### config.mk
export PLATFORM = sky130hd
export DESIGN_NAME = huffman_freq_counter
export DESIGN_NICKNAME = d
export VERILOG_FILES = /design/src/rtl/huffman_pkg.sv /design/src/rtl/huff_count_bin.sv /design/src/rtl/huffman_freq_counter.sv
export SDC_FILE = /design/constraint.sdc
export NUM_CORES = 1
export LEC_CHECK = 0
export ABC_AREA = 1
export CAP_MARGIN = 40
export CORE_MARGIN = 3
export CORE_UTILIZATION = 36
export DETAILED_ROUTE_END_ITERATION = 6
export SKIP_CTS_REPAIR_TIMING = 1
export SLEW_MARGIN = 20
export SYNTH_ARGS = -nofsm -noshare
export SYNTH_HDL_FRONTEND = slang
export SYNTH_SLANG_ARGS = --single-unit
### constraint.sdc
create_clock -name Clk_in -period 5.2 [get_ports Clk_in]
set_input_delay 1.04 -clock Clk_in [delete_from_list [all_inputs] [get_ports Clk_in]]
set_output_delay 1.04 -clock Clk_in [all_outputs]
set_load 0.03 [all_outputs]
### src/rtl/huffman_pkg.sv
// Shared definitions for the Huffman encoder pipeline: symbol/count widths
// and the frequency-counter state encoding.
package huffman_pkg;

    localparam int NUM_SYMS = 10;
    localparam int CNT_W    = 9;
    localparam int TREE_W   = 15;
    localparam int SYM_W    = 4;

    typedef enum logic [1:0] {
        S_COUNT = 2'd0,
        S_START = 2'd1,
        S_HOLD  = 2'd2,
        S_CLEAR = 2'd3
    } state_e;

    function automatic int max_int(input int a, input int b);
        return (a > b) ? a : b;
    endfunction

endpackage

### src/rtl/huff_count_bin.sv
// One histogram bin: clearable up-counter; clear wins over increment.
module huff_count_bin
    import huffman_pkg::*;
#(
    parameter int W = CNT_W
) (
    input  logic         clk,
    input  logic         rst_n,
    input  logic         clr,
    input  logic         inc,
    output logic [W-1:0] cnt
);

    logic [W-1:0] cnt_q;
    logic [W-1:0] cnt_d;

    always_comb begin
        cnt_d = cnt_q;
        if (clr) begin
            cnt_d = '0;
        end else if (inc) begin
            cnt_d = cnt_q + W'(1);
        end
    end

    always_ff @(posedge clk) begin
        if (!rst_n) begin
            cnt_q <= '0;
        end else begin
            cnt_q <= cnt_d;
        end
    end

    assign cnt = cnt_q;

endmodule

### src/rtl/huffman_freq_counter.sv
// Symbol histogram front-end: counts a block of decimal symbols, requests a
// tree build, holds the counts frozen, then clears for the next block.
module huffman_freq_counter
    import huffman_pkg::*;
#(
    parameter int BLOCK_LEN    = 256,
    parameter int START_CYCLES = 20,
    parameter int HOLD_CYCLES  = 64
) (
    input  logic             Clk_in,
    input  logic             n_Rst,
    input  logic             Sym_valid,
    input  logic [SYM_W-1:0] Sym_in,
    input  logic             Sym_last,
    output logic             Sym_ready,
    output logic [CNT_W-1:0] Num0,
    output logic [CNT_W-1:0] Num1,
    output logic [CNT_W-1:0] Num2,
    output logic [CNT_W-1:0] Num3,
    output logic [CNT_W-1:0] Num4,
    output logic [CNT_W-1:0] Num5,
    output logic [CNT_W-1:0] Num6,
    output logic [CNT_W-1:0] Num7,
    output logic [CNT_W-1:0] Num8,
    output logic [CNT_W-1:0] Num9,
    output logic             Start_tree,
    output logic [CNT_W-1:0] Blk_total,
    output logic [7:0]       Err_cnt,
    output state_e           dbg_state
);

    localparam int PH_MAX = max_int(START_CYCLES, HOLD_CYCLES);
    localparam int PH_W   = (PH_MAX > 1) ? $clog2(PH_MAX) : 1;

    state_e            state_q, state_d;
    logic [PH_W-1:0]   phase_q, phase_d;
    logic [7:0]        err_q, err_d;

    logic                accept, legal, close, empty, clr;
    logic [NUM_SYMS-1:0] bin_inc;
    logic [CNT_W-1:0]    bin_cnt [NUM_SYMS];
    logic [CNT_W-1:0]    blk_cnt;

    // Handshake: a beat transfers on a cycle where Sym_valid and Sym_ready are
    // both high; Sym_ready is high only in COUNT and never while n_Rst is low.
    assign Sym_ready = n_Rst & (state_q == S_COUNT);
    assign accept    = Sym_valid & Sym_ready;
    assign legal     = Sym_in < SYM_W'(NUM_SYMS);
    assign clr       = (state_q == S_CLEAR);
    assign close     = accept & (Sym_last | (legal & (blk_cnt == CNT_W'(BLOCK_LEN - 1))));
    assign empty     = ~legal & (blk_cnt == '0);

    always_comb begin
        for (int i = 0; i < NUM_SYMS; i++) begin
            bin_inc[i] = accept & legal & (Sym_in == SYM_W'(i));
        end
    end

    for (genvar g = 0; g < NUM_SYMS; g++) begin : g_bin
        huff_count_bin #(.W(CNT_W)) u_bin (
            .clk   (Clk_in),
            .rst_n (n_Rst),
            .clr   (clr),
            .inc   (bin_inc[g]),
            .cnt   (bin_cnt[g])
        );
    end

    huff_count_bin #(.W(CNT_W)) u_total (
        .clk   (Clk_in),
        .rst_n (n_Rst),
        .clr   (clr),
        .inc   (accept & legal),
        .cnt   (blk_cnt)
    );

    always_comb begin
        state_d = state_q;
        phase_d = phase_q;
        err_d   = err_q;
        if (accept && !legal && (err_q != 8'hFF)) begin
            err_d = err_q + 8'd1;
        end
        case (state_q)
            S_COUNT: begin
                if (close) begin
                    state_d = empty ? S_CLEAR : S_START;
                    phase_d = '0;
                end
            end
            S_START: begin
                if (phase_q == PH_W'(START_CYCLES - 1)) begin
                    state_d = S_HOLD;
                    phase_d = '0;
                end else begin
                    phase_d = phase_q + PH_W'(1);
                end
            end
            S_HOLD: begin
                if (phase_q == PH_W'(HOLD_CYCLES - 1)) begin
                    state_d = S_CLEAR;
                    phase_d = '0;
                end else begin
                    phase_d = phase_q + PH_W'(1);
                end
            end
            S_CLEAR: state_d = S_COUNT;
            default: state_d = S_COUNT;
        endcase
    end

    always_ff @(posedge Clk_in) begin
        if (!n_Rst) begin
            state_q <= S_COUNT;
            phase_q <= '0;
            err_q   <= '0;
        end else begin
            state_q <= state_d;
            phase_q <= phase_d;
            err_q   <= err_d;
        end
    end

    assign Start_tree = (state_q == S_START);
    assign Blk_total  = blk_cnt;
    assign Err_cnt    = err_q;
    assign dbg_state  = state_q;

    assign Num0 = bin_cnt[0];
    assign Num1 = bin_cnt[1];
    assign Num2 = bin_cnt[2];
    assign Num3 = bin_cnt[3];
    assign Num4 = bin_cnt[4];
    assign Num5 = bin_cnt[5];
    assign Num6 = bin_cnt[6];
    assign Num7 = bin_cnt[7];
    assign Num8 = bin_cnt[8];
    assign Num9 = bin_cnt[9];

endmodule
### Yosys cells after proc, flatten, opt, wreduce, memory -nomap -nowiden

Cells that the tools add are included.

| storage, ports and cells | value |
|---|---|
| register bits after elaboration | 115 |
| latch bits | 0 |
| RAM bits | 0 |
| ROM bits | 0 |
| bits of input ports | 8 |
| logic and storage cells | 85 |
| memories | 0 |

| operators by class | value |
|---|---|
| add/sub/neg operators | 13 |
| multiply operators | 0 |
| div/mod/pow operators | 0 |
| order comparisons | 1 |
| eq/ne operators | 19 |
| shift-type cells | 0 |
| mux-type cells | 9 |
| bitwise gates (word level) | 19 |
| reductions and logical operators | 10 |

Operator list:

| operator | count |
|---|---|
| adder 9 x 1 -> 9 bit, second input constant | 11 |
| 2-to-1 mux 6 bit | 3 |
| one-hot mux 6 bit (3 select lines) | 1 |
| AND 1 bit | 16 |
| == test 4 x 3 -> 1 bit, second input constant | 4 |
| == test 9 x 8 -> 1 bit, second input constant | 1 |
| zero test 9 bit | 1 |
| adder 8 x 1 -> 8 bit, second input constant | 1 |
| == test 4 x 2 -> 1 bit, second input constant | 2 |
| == test 4 bit, second input constant | 2 |
| 2-to-1 mux 2 bit | 4 |
| inequality test 8 bit, second input constant | 1 |
| one-hot mux 2 bit (4 select lines) | 1 |
| adder 6 x 1 -> 6 bit, second input constant | 1 |
| == test 6 x 5 -> 1 bit, second input constant | 1 |
| == test 6 bit, second input constant | 1 |
| == test 2 bit, second input constant | 2 |
| == test 4 x 1 -> 1 bit, second input constant | 1 |
| zero test 4 bit | 1 |
| < comparator 4 bit, second input constant | 1 |
| inequality test 2 bit, second input constant | 2 |
| AND reduction 3 bit | 1 |
| nonzero test 3 bit | 1 |
| == test 2 x 1 -> 1 bit, second input constant | 1 |
| other kinds (8) | 10 |

### Depth between registers and ports, before layout

Gate-level depths: netlist of run 1.

| logic depth | value |
|---|---|
| word-level depth | 6 |
| depth in mapped cells | 13 |
| mapped depth without buffers | 13 |

### Cells and area by module

A second synthesis of run 1 with hierarchy kept.

| second synthesis, totals | value |
|---|---|
| cells, all modules | 876 |
| area total of the unflattened synthesis | 5989.5 sq um |

By module, submodules not included:

| module | times used | cells an instance | area an instance (sq um) | sequential area each (sq um) |
|---|---|---|---|---|
| huff_count_bin | 11 | 62 | 435.4 | 180.2 |
| huffman_freq_counter | 1 | 194 | 1199.9 | 320.3 |

### Worst setup path after synthesis of run 1

Ideal clock, no wire load.

| path | value |
|---|---|
| path kind | input -> output |
| start point | input port n_Rst |
| end point | output port Sym_ready |
| arrival time | 1298 ps |
| data required time | 4160 ps |
| path slack | 2862 ps |
| stages | 2 |
| cell sequence | nand2_2 inv_1 |

| between the ends | value |
|---|---|
| cells in the longest elaborated chain, start to end | 1 |

Ends and longest elaborated chain:

| element | RTL line | text |
|---|---|---|
| start, declared | huffman_freq_counter.sv:11 | `input logic n_Rst,` |
| AND 1 bit | huffman_freq_counter.sv:46 | `assign Sym_ready = n_Rst & (state_q == S_COUNT);` |
| end, declared | huffman_freq_counter.sv:15 | `output logic Sym_ready,` |

No other way between the ends.

### Worst setup path after layout of run 1

Same ends and word-level chain as after synthesis.

==> results of run 1 <==
## power breakdown
group | switching, mW | internal, mW
Clock | 0.425 | 0.703
Combinational | 0.298 | 0.147
Sequential | 0.0217 | 0.904
## per-stage QoR
stage,setup WS (ns),std cells
detailed placement,1.37,1195
floorplan,2.86,876
global placement,1.45,1194
global route,1.36,1227
finish,1.44,1227
CTS,1.42,1227
## metal layers
metal  wire length, um  vias to the layer above  part of all wire
met3               760                       21             0.051
li1                  -                     3028                 -
met2              6580                      110              0.44
met5                 0                        -                 0
met1              7360                     2536              0.49
met4               255                        0             0.017
## worst max-delay path by stage
stage                     start  depth (start not counted)                                  to  slack (ns)
after floorplan           n_Rst                          2                           Sym_ready        2.86
after global placement    n_Rst                          4                           Sym_ready        1.45
after detailed placement  n_Rst                          9  g_bin[5].u_bin.cnt[3]$_SDFFE_PP0P_        1.37
after CTS                 n_Rst                          4                           Sym_ready        1.42
after global routing      n_Rst                          4                           Sym_ready        1.36
final                     n_Rst                          4                           Sym_ready        1.44
## sequential cells by signal (all words and copies together), names as in the netlist
name / cells
u_total.cnt: 9
phase_q: 6
Err_cnt: 8
dbg_state: 2
g_bin.u_bin.cnt: 90
## layout by cell type, fill, tap and decap left out
master	Yosys	final
nor2_1	113	113
o21ai_2	1	1
clkinv_4	0	4
clkdlybuf4s50_1	0	118
nand3_1	42	42
xor2_1	24	24
clkbuf_16	0	17
nand2_2	4	4
buf_12	0	1
nand4_1	13	13
nand2_1	243	243
nand3b_1	4	4
nand3_2	3	3
o21ai_0	40	40
nor2_4	3	4
a21oi_1	76	76
bufinv_16	0	2
clkinv_2	0	4
inv_1	104	103
clkinvlp_4	0	3
nor3_4	1	1
inv_2	1	2
o21bai_1	3	3
and3_1	4	4
clkinv_1	1	1
a31oi_1	2	2
xnor2_1	14	14
clkbuf_1	8	2
dfxtp_1	115	115
or2_2	1	1
ha_1	20	20
buf_4	3	1
nor3_1	19	19
nor3b_1	4	4
nor2_2	4	3
## final cells by class
| type | instances | area [um^2] | share of cell area |
|---|---|---|---|
| multi-input cells | 638 | 3160 | 0.399 |
| clock inverters | 13 | 138 | 0.0174 |
| clock buffers | 19 | 433 | 0.0548 |
| inverters | 106 | 398 | 0.0503 |
| well taps | 216 | 270 | 0.0342 |
| repair buffers | 120 | 1210 | 0.153 |
| flip-flops and latches | 115 | 2300 | 0.291 |
## logic make-up after synthesis
kind of cell	after synthesis	synth area share
compound gates	122	0.105
xor+xnor	38	0.0559
fa+ha+maj	20	0.0421
buf+inv	123	0.0833
flops	115	0.387
simple gates	458	0.327
## worst reg2reg max path, delay by kind of cell, from the launching register on
kind | cells | cell delay [ns]
and+or+nand+nor | 5 | 0.99
buffers and inverters | 3 | 0.78
DFF | 1 | 0.35
adders and majority gates | 1 | 0.19
AOI/OAI and AO/OA | 1 | 0.14
==> results.json, run 1 <==
{
  "status": "finished clean",
  "r2r_slack_ns": 2.68,
  "cts_made_buffers": 17,
  "ys_ff_latch": 115,
  "clock_sinks": 115,
  "synth_top_area_frac": 0.387,
  "fin_crit_sh": 0.723,
  "synth_area_leader_cell": "dfxtp_1",
  "place_area_um2": 7340,
  "final_cell_area_um2": 7910,
  "fmax_mhz": 266,
  "syn-instance-count": 876,
  "top_usage_layer": "met2",
  "slew_headroom": 0.612,
  "cp.required_ns": 4.16,
  "hpwl_mm": 10.7,
  "grt_max_degree": 52,
  "synth.avg_cell_area_um2": 6.79,
  "crit_chain": "clkdlybuf4s50_1 -> nand2_2 -> inv_1 -> clkdlybuf4s50_1",
  "coreArea_um2": 16000,
  "clk_latency_ns": 0.41,
  "synthTopCellsByCount": "nand2_1 (243), dfxtp_1 (115), nor2_1 (113)",
  "crit_arrival_ns": 2.72,
  "synth_nets": 904,
  "use_met1": 0.229,
  "worst_ir_drop_vdd_v": 0.000249,
  "power_mw": 2.50,
  "grt_pass1_vias": 5239,
  "tightest_slew_ns": 0.582,
  "layout.nets": 1026,
  "p_per_area_nw_per_um2": 316,
  "reg2reg_from": "dbg_state[0]$_SDFFE_PN0P_",
  "die_x_um": 135,
  "cts_tree": "yes",
  "synth_area_um2": 5950,
  "crit_top_cell": "clkdlybuf4s50_1",
  "firstDrtPassIters": 4,
  "grt_usage": 0.171,
  "drive_gt1_frac": 0.0504,
  "syn_to_final_growth_pct": 32.9,
  "hold_path.class": "reg -> reg",
  "synth_area_leaders": "dfxtp_1 (39%), nand2_1 (15%), nor2_1 (7.1%), inv_1 (6.6%), a21oi_1 (6.4%)",
  "top_level_ports": 119,
  "maxCapViolations": 0,
  "met2_usage": 0.267,
  "use_met3": 0.0462,
  "utilization": 0.494,
  "rows": 46,
  "ff2ff_path_depth": 10,
  "synthMostInstantiatedCell": "nand2_1",
  "worstPathBufferInverterCount": 3,
  "critPathTopFamily": "buffers and inverters",
  "antenna_found_initial": 0,
  "holdPathEnd": "g_bin[8].u_bin.cnt[8]$_SDFFE_PP0P_",
  "overflow": 0,
  "num_vias": 5695,
  "fp.dieArea_um2": 18100,
  "p_leak_nw": 3.10,
  "port_buffers": 118,
  "routabilityCongestion": 0.811,
  "cts_root_buf": "clkbuf_16",
  "vias_per_cell": 4.64,
  "hold_viol_final": 0,
  "finalSetupViolCount": 0,
  "synth_edf_count": 0,
  "drc": 0,
  "clk_path_buf_depth": 2,
  "critPathKind": "in -> out",
  "hold_start": "g_bin[8].u_bin.cnt[8]$_SDFFE_PP0P_",
  "startpoint_type": "primary input",
  "postRouteAntennaNets": 0,
  "rsz0062_at_grt": "no",
  "grt_pass1_wl_mm": 25.4,
  "die_h_um": 135,
  "drv_slew": 0,
  "fillers": 1653,
  "skew_ns": 0.00869,
  "antenna_cells": 0,
  "synth_cell_types": 30,
  "drt_iter0_drc": 264,
  "end_kind": "output pin",
  "clk_pin_slew_ns": 0.06,
  "crit_fanout": 15,
  "synth_flop_cell": "dfxtp_1",
  "timing.rr.end": "g_bin[4].u_bin.cnt[6]$_SDFFE_PP0P_",
  "fin_tns_setup_ns": 0,
  "synth-warning-count": 0,
  "min_period_ns": 3.76,
  "hold_path_depth": 2,
  "htree_levels": 4,
  "crit_slowest_cell": "clkdlybuf4s50_1",
  "wirelength_mm": 15.0,
  "crit_path_max_incr_delay_ns": 0.80,
  "fin_hold_ws_ns": 0.494,
  "wire_per_inst_um": 12.2,
  "start_util": 0.372,
  "async_flop_share": 0,
  "seq_area_frac_synth": 0.387
}
No activity file was read; power rests on OpenSTA's default activity.
==> run 2, diff against run 1 <==
clock period = 3.15 ns   (was 5.2 ns; I/O delays follow)
==> run 2 against run 1 <==
Worst setup slack got worse by 0.85 ns. Clock power rose by 68%. Design area rose by 0.35%. Combinational power rose by 64%. Critical path depth did not move. Critical path type unchanged. Critical endpoint unchanged. Largest cell class unchanged. Largest power group unchanged.
==> results.json, run 2 (synthesis gave the netlist of run 1 again) <==
{
  "layout_common_cells": "nand2_1 (243), clkdlybuf4s50_1 (118), dfxtp_1 (115)",
  "end_kind": "output pin",
  "crit_fanout": 2,
  "antenna_cells": 0,
  "final_cell_area_um2": 7930,
  "critPathKind": "in -> out",
  "antenna_found_initial": 0,
  "postRouteAntennaNets": 0,
  "clock_sinks": 115,
  "hpwl_mm": 10.8,
  "vias_per_cell": 4.63,
  "worstPathBufferInverterCount": 3,
  "startpoint": "n_Rst",
  "fin_cells": 1228,
  "drc": 0,
  "post-place-ws_ns": 0.162,
  "coreArea_um2": 16000,
  "hold_start": "g_bin[8].u_bin.cnt[8]$_SDFFE_PP0P_",
  "drive_gt1_frac": 0.0514,
  "fin_tns_setup_ns": 0,
  "maxCapViolations": 0,
  "status": "finished clean",
  "grt_max_degree": 52,
  "fp.dieArea_um2": 18100,
  "grt_pass1_wl_mm": 24.8,
  "p_per_area_nw_per_um2": 525,
  "mostFrequentLayoutCell": "nand2_1",
  "hold_path.class": "reg -> reg",
  "layout.nets": 1027,
  "clk_path_buf_depth": 2,
  "wire_per_inst_um": 12.1,
  "drt_iter0_drc": 291,
  "clk_latency_ns": 0.41,
  "fin_crit_sh": 0.812,
  "rows": 46,
  "cts_tree": "yes",
  "port_buffers": 118,
  "fin_hold_ws_ns": 0.493,
  "critPathTopFamily": "buffers and inverters",
  "fmax_mhz": 391,
  "worst_slack_ns": 0.591,
  "overflow": 0,
  "crit_top_cell": "clkdlybuf4s50_1",
  "cp.required_ns": 2.52,
  "start_util": 0.372,
  "cts_made_buffers": 17,
  "num_vias": 5688,
  "crit_arrival_ns": 1.93,
  "rsz0062_at_grt": "no",
  "tightest_slew_ns": 0.579,
  "top_level_ports": 119,
  "slew_headroom": 0.614,
  "power_mw": 4.16,
  "crit_path_max_incr_delay_ns": 0.67,
  "min_period_ns": 2.56,
  "syn_to_final_growth_pct": 33.4,
  "skew_ns": 0.00618,
  "finalSetupViolCount": 0,
  "die_h_um": 135,
  "drv_slew": 0,
  "die_x_um": 135,
  "reg2reg_from": "dbg_state[1]$_SDFFE_PN0P_",
  "startpoint_type": "primary input",
  "firstDrtPassIters": 5,
  "place_area_um2": 7340,
  "htree_levels": 4,
  "crit_chain": "clkdlybuf4s50_1 -> nand2_2 -> inv_1 -> clkdlybuf4s50_1",
  "p_leak_nw": 3.11,
  "utilization": 0.496,
  "wirelength_mm": 14.9,
  "clk_pin_slew_ns": 0.05,
  "largest_register_ff_count": 90,
  "crit_slowest_cell": "clkdlybuf4s50_1",
  "fillers": 1643,
  "cts_root_buf": "clkbuf_16",
  "grt_pass1_vias": 5182,
  "hold_viol_final": 0,
  "grt_usage": 0.168,
  "place_inst": 1196,
  "worst_ir_drop_vdd_v": 0.000343,
  "routabilityCongestion": 0.814
}
## run 2: cell count changes in the layout (fill, tap and decap cells not counted)
cell	delta
clkbuf_8	+4
buf_4	+1
clkinv_4	-4
## run 2: power by group
group          internal (mW)  switching (mW)
registers               1.49          0.0372
clock network           1.24           0.661
logic                  0.245           0.486
total                   2.98            1.18
## run 2: layout make-up
class                   count  area [um^2]  area share
multi-input cells         638         3160       0.398
clock inverters             9          103      0.0129
repair buffers            121         1220       0.153
well taps                 216          270      0.0341
clock buffers              23          488      0.0615
inverters                 106          398      0.0501
flip-flops and latches    115         2300       0.290
## run 2: final timing paths
| kind | slack [ns] | end | cells after the start |
|---|---|---|---|
| worst max register to register | 0.65 | g_bin[5].u_bin.cnt[8]$_SDFFE_PP0P_ | 10 |
| worst max-delay path | 0.59 | Sym_ready | 4 |
| worst min-delay path | 0.49 | g_bin[8].u_bin.cnt[8]$_SDFFE_PP0P_ | 2 |
| worst min register to register | 0.49 | g_bin[8].u_bin.cnt[8]$_SDFFE_PP0P_ | 2 |
## run 2: layer usage
metal	global-route usage	up-vias	wire length (um)
met5	0	-	0
met4	0.0588	0	193
met3	0.0473	20	708
met2	0.267	99	6640
met1	0.219	2535	7320
li1	-	3034	-
## run 2: worst reg2reg max path, delay by kind of cell, from the launching register on
family / cells / cell delay, ns
AND/OR/NAND/NOR: 5 / 0.97
buffers and inverters: 3 / 0.81
AO/OA/AOI/OAI: 1 / 0.12
adder cells (fa/ha/maj): 1 / 0.21
flip-flops: 1 / 0.34
==> run 3, diff against run 2 <==
clock period = 2.6 ns   (was 3.15 ns; I/O delays follow)
==> run 3 against run 2 <==
Sequential cell count did not move. Sequential power rose by 21%. Non-clock buffer count rose by 10. Combinational power rose by 27%. Die area did not move.
==> results.json, run 3 (synthesis gave the netlist of run 1 again) <==
{
  "num_vias": 5772,
  "routabilityCongestion": 0.825,
  "holdPathEnd": "g_bin[6].u_bin.cnt[8]$_SDFFE_PP0P_",
  "ff2ff_path_depth": 11,
  "critPathKind": "reg -> out",
  "wire_per_inst_um": 12.2,
  "drive_gt1_frac": 0.0636,
  "clock_sinks": 115,
  "fmax_mhz": 434,
  "wirelength_mm": 15.1,
  "hpwl_mm": 11.0,
  "hold_start": "g_bin[6].u_bin.cnt[8]$_SDFFE_PP0P_",
  "htree_levels": 4,
  "start_util": 0.372,
  "r2r_slack_ns": 0.47,
  "clk_pin_slew_ns": 0.05,
  "fillers": 1679,
  "die_x_um": 135,
  "hold_viol_final": 0,
  "drc": 0,
  "antenna_found_initial": 0,
  "grt_pass1_vias": 5174,
  "hold_path.class": "reg -> reg",
  "reg2reg_from": "u_total.cnt[1]$_SDFFE_PP0P_",
  "rsz0062_at_grt": "no",
  "firstDrtPassIters": 4,
  "startpoint": "dbg_state[1]$_SDFFE_PN0P_",
  "min_period_ns": 2.30,
  "coreArea_um2": 16000,
  "vias_per_cell": 4.66,
  "clk_latency_ns": 0.41,
  "timing.rr.end": "dbg_state[1]$_SDFFE_PN0P_",
  "fp.dieArea_um2": 18100,
  "cts_tree": "yes",
  "fin_hold_ws_ns": 0.490,
  "cp.required_ns": 2.08,
  "grt_max_degree": 32,
  "maxCapViolations": 0,
  "cts_made_buffers": 17,
  "fin_crit_sh": 0.886,
  "antenna_cells": 0,
  "crit_arrival_ns": 1.78,
  "fin_tns_setup_ns": 0,
  "skew_ns": 0.00633,
  "p_leak_nw": 3.16,
  "end_kind": "output pin",
  "layout.nets": 1037,
  "utilization": 0.501,
  "overflow": 0,
  "drv_slew": 0,
  "die_h_um": 135,
  "cts_root_buf": "clkbuf_16",
  "grt_pass1_wl_mm": 25.1,
  "startpoint_type": "register",
  "largest_register_ff_count": 90,
  "mostFrequentLayoutCell": "nand2_1",
  "grt_usage": 0.170,
  "syn_to_final_growth_pct": 34.7,
  "p_per_area_nw_per_um2": 638,
  "drt_iter0_drc": 331,
  "tightest_slew_ns": 0.439,
  "hold_path_depth": 2,
  "crit_fanout": 4,
  "status": "finished clean",
  "layout_common_cells": "nand2_1 (243), clkdlybuf4s50_1 (117), dfxtp_1 (115)",
  "rows": 46,
  "port_buffers": 118,
  "slew_headroom": 0.706,
  "finalSetupViolCount": 0,
  "worst_ir_drop_vdd_v": 0.000412,
  "top_level_ports": 119,
  "postRouteAntennaNets": 0,
  "clk_path_buf_depth": 2
}
-- run 3: cell types whose count changed in the layout (fill, tap and decap cells not counted), sizes merged --
cell | before | now
buf | 3 | 14
clkbuf | 23 | 20
clkinvlp | 3 | 5
clkdlybuf4s50 | 118 | 117
inv | 105 | 106
-- run 3: worst max-delay path by stage --
| stage | to | slack, ns | cells after the start |
|---|---|---|---|
| floorplan | phase_q[1]$_SDFFE_PN0P_ | 0.58 | 11 |
| CTS | Start_tree | 0.26 | 3 |
| global route | Start_tree | 0.20 | 3 |
| global placement | g_bin[5].u_bin.cnt[6]$_SDFFE_PP0P_ | 0.22 | 9 |
| detailed placement | g_bin[5].u_bin.cnt[6]$_SDFFE_PP0P_ | 0.13 | 9 |
| finish | Start_tree | 0.30 | 3 |
-- run 3: worst max-delay path: stages (launching register included) --
cell and delay (ns):
dfxtp_1 0.34, inv_1 0.14, ha_1 0.22, clkdlybuf4s50_1 0.68
-- run 3: cell type report --
type,count,area [um^2],share of cell area
Clock buffer,20,467,0.0582
Clock inverter,12,130,0.0162
Inverter,106,398,0.0497
Multi-Input combinational cell,638,3160,0.394
Sequential cell,115,2300,0.287
Tap cell,216,270,0.0337
Timing Repair Buffer,131,1290,0.161
-- run 3: report_power, final --
part / total (mW) / internal, mW / leakage [nW] / switching, mW
registers: 1.85 / 1.81 / 0.927 / 0.0448
clock network: 2.33 / 1.48 / 0.280 / 0.850
logic: 0.929 / 0.330 / 1.95 / 0.600
-- run 3: routing by layer --
| layer | track usage | wire length [um] | up-vias |
|---|---|---|---|
| li1 | - | - | 3065 |
| met1 | 0.223 | 7350 | 2572 |
| met2 | 0.267 | 6710 | 116 |
| met3 | 0.0484 | 786 | 19 |
| met4 | 0.0645 | 261 | 0 |
| met5 | 0 | 0 | - |
-- run 3: metrics by stage --
| stage | instances | area (um^2) | setup slack, ns | power (mW) |
|---|---|---|---|---|
| after floorplan | 876 | 5950 | 0.583 | 2.52 |
| after global placement | 1206 | 7420 | 0.217 | 2.83 |
| after detailed placement | 1206 | 7420 | 0.133 | 2.83 |
| after CTS | 1238 | 8010 | 0.259 | 5.18 |
| after global routing | 1238 | 8010 | 0.204 | 5.38 |
| final | 1238 | 8010 | 0.296 | 5.12 |
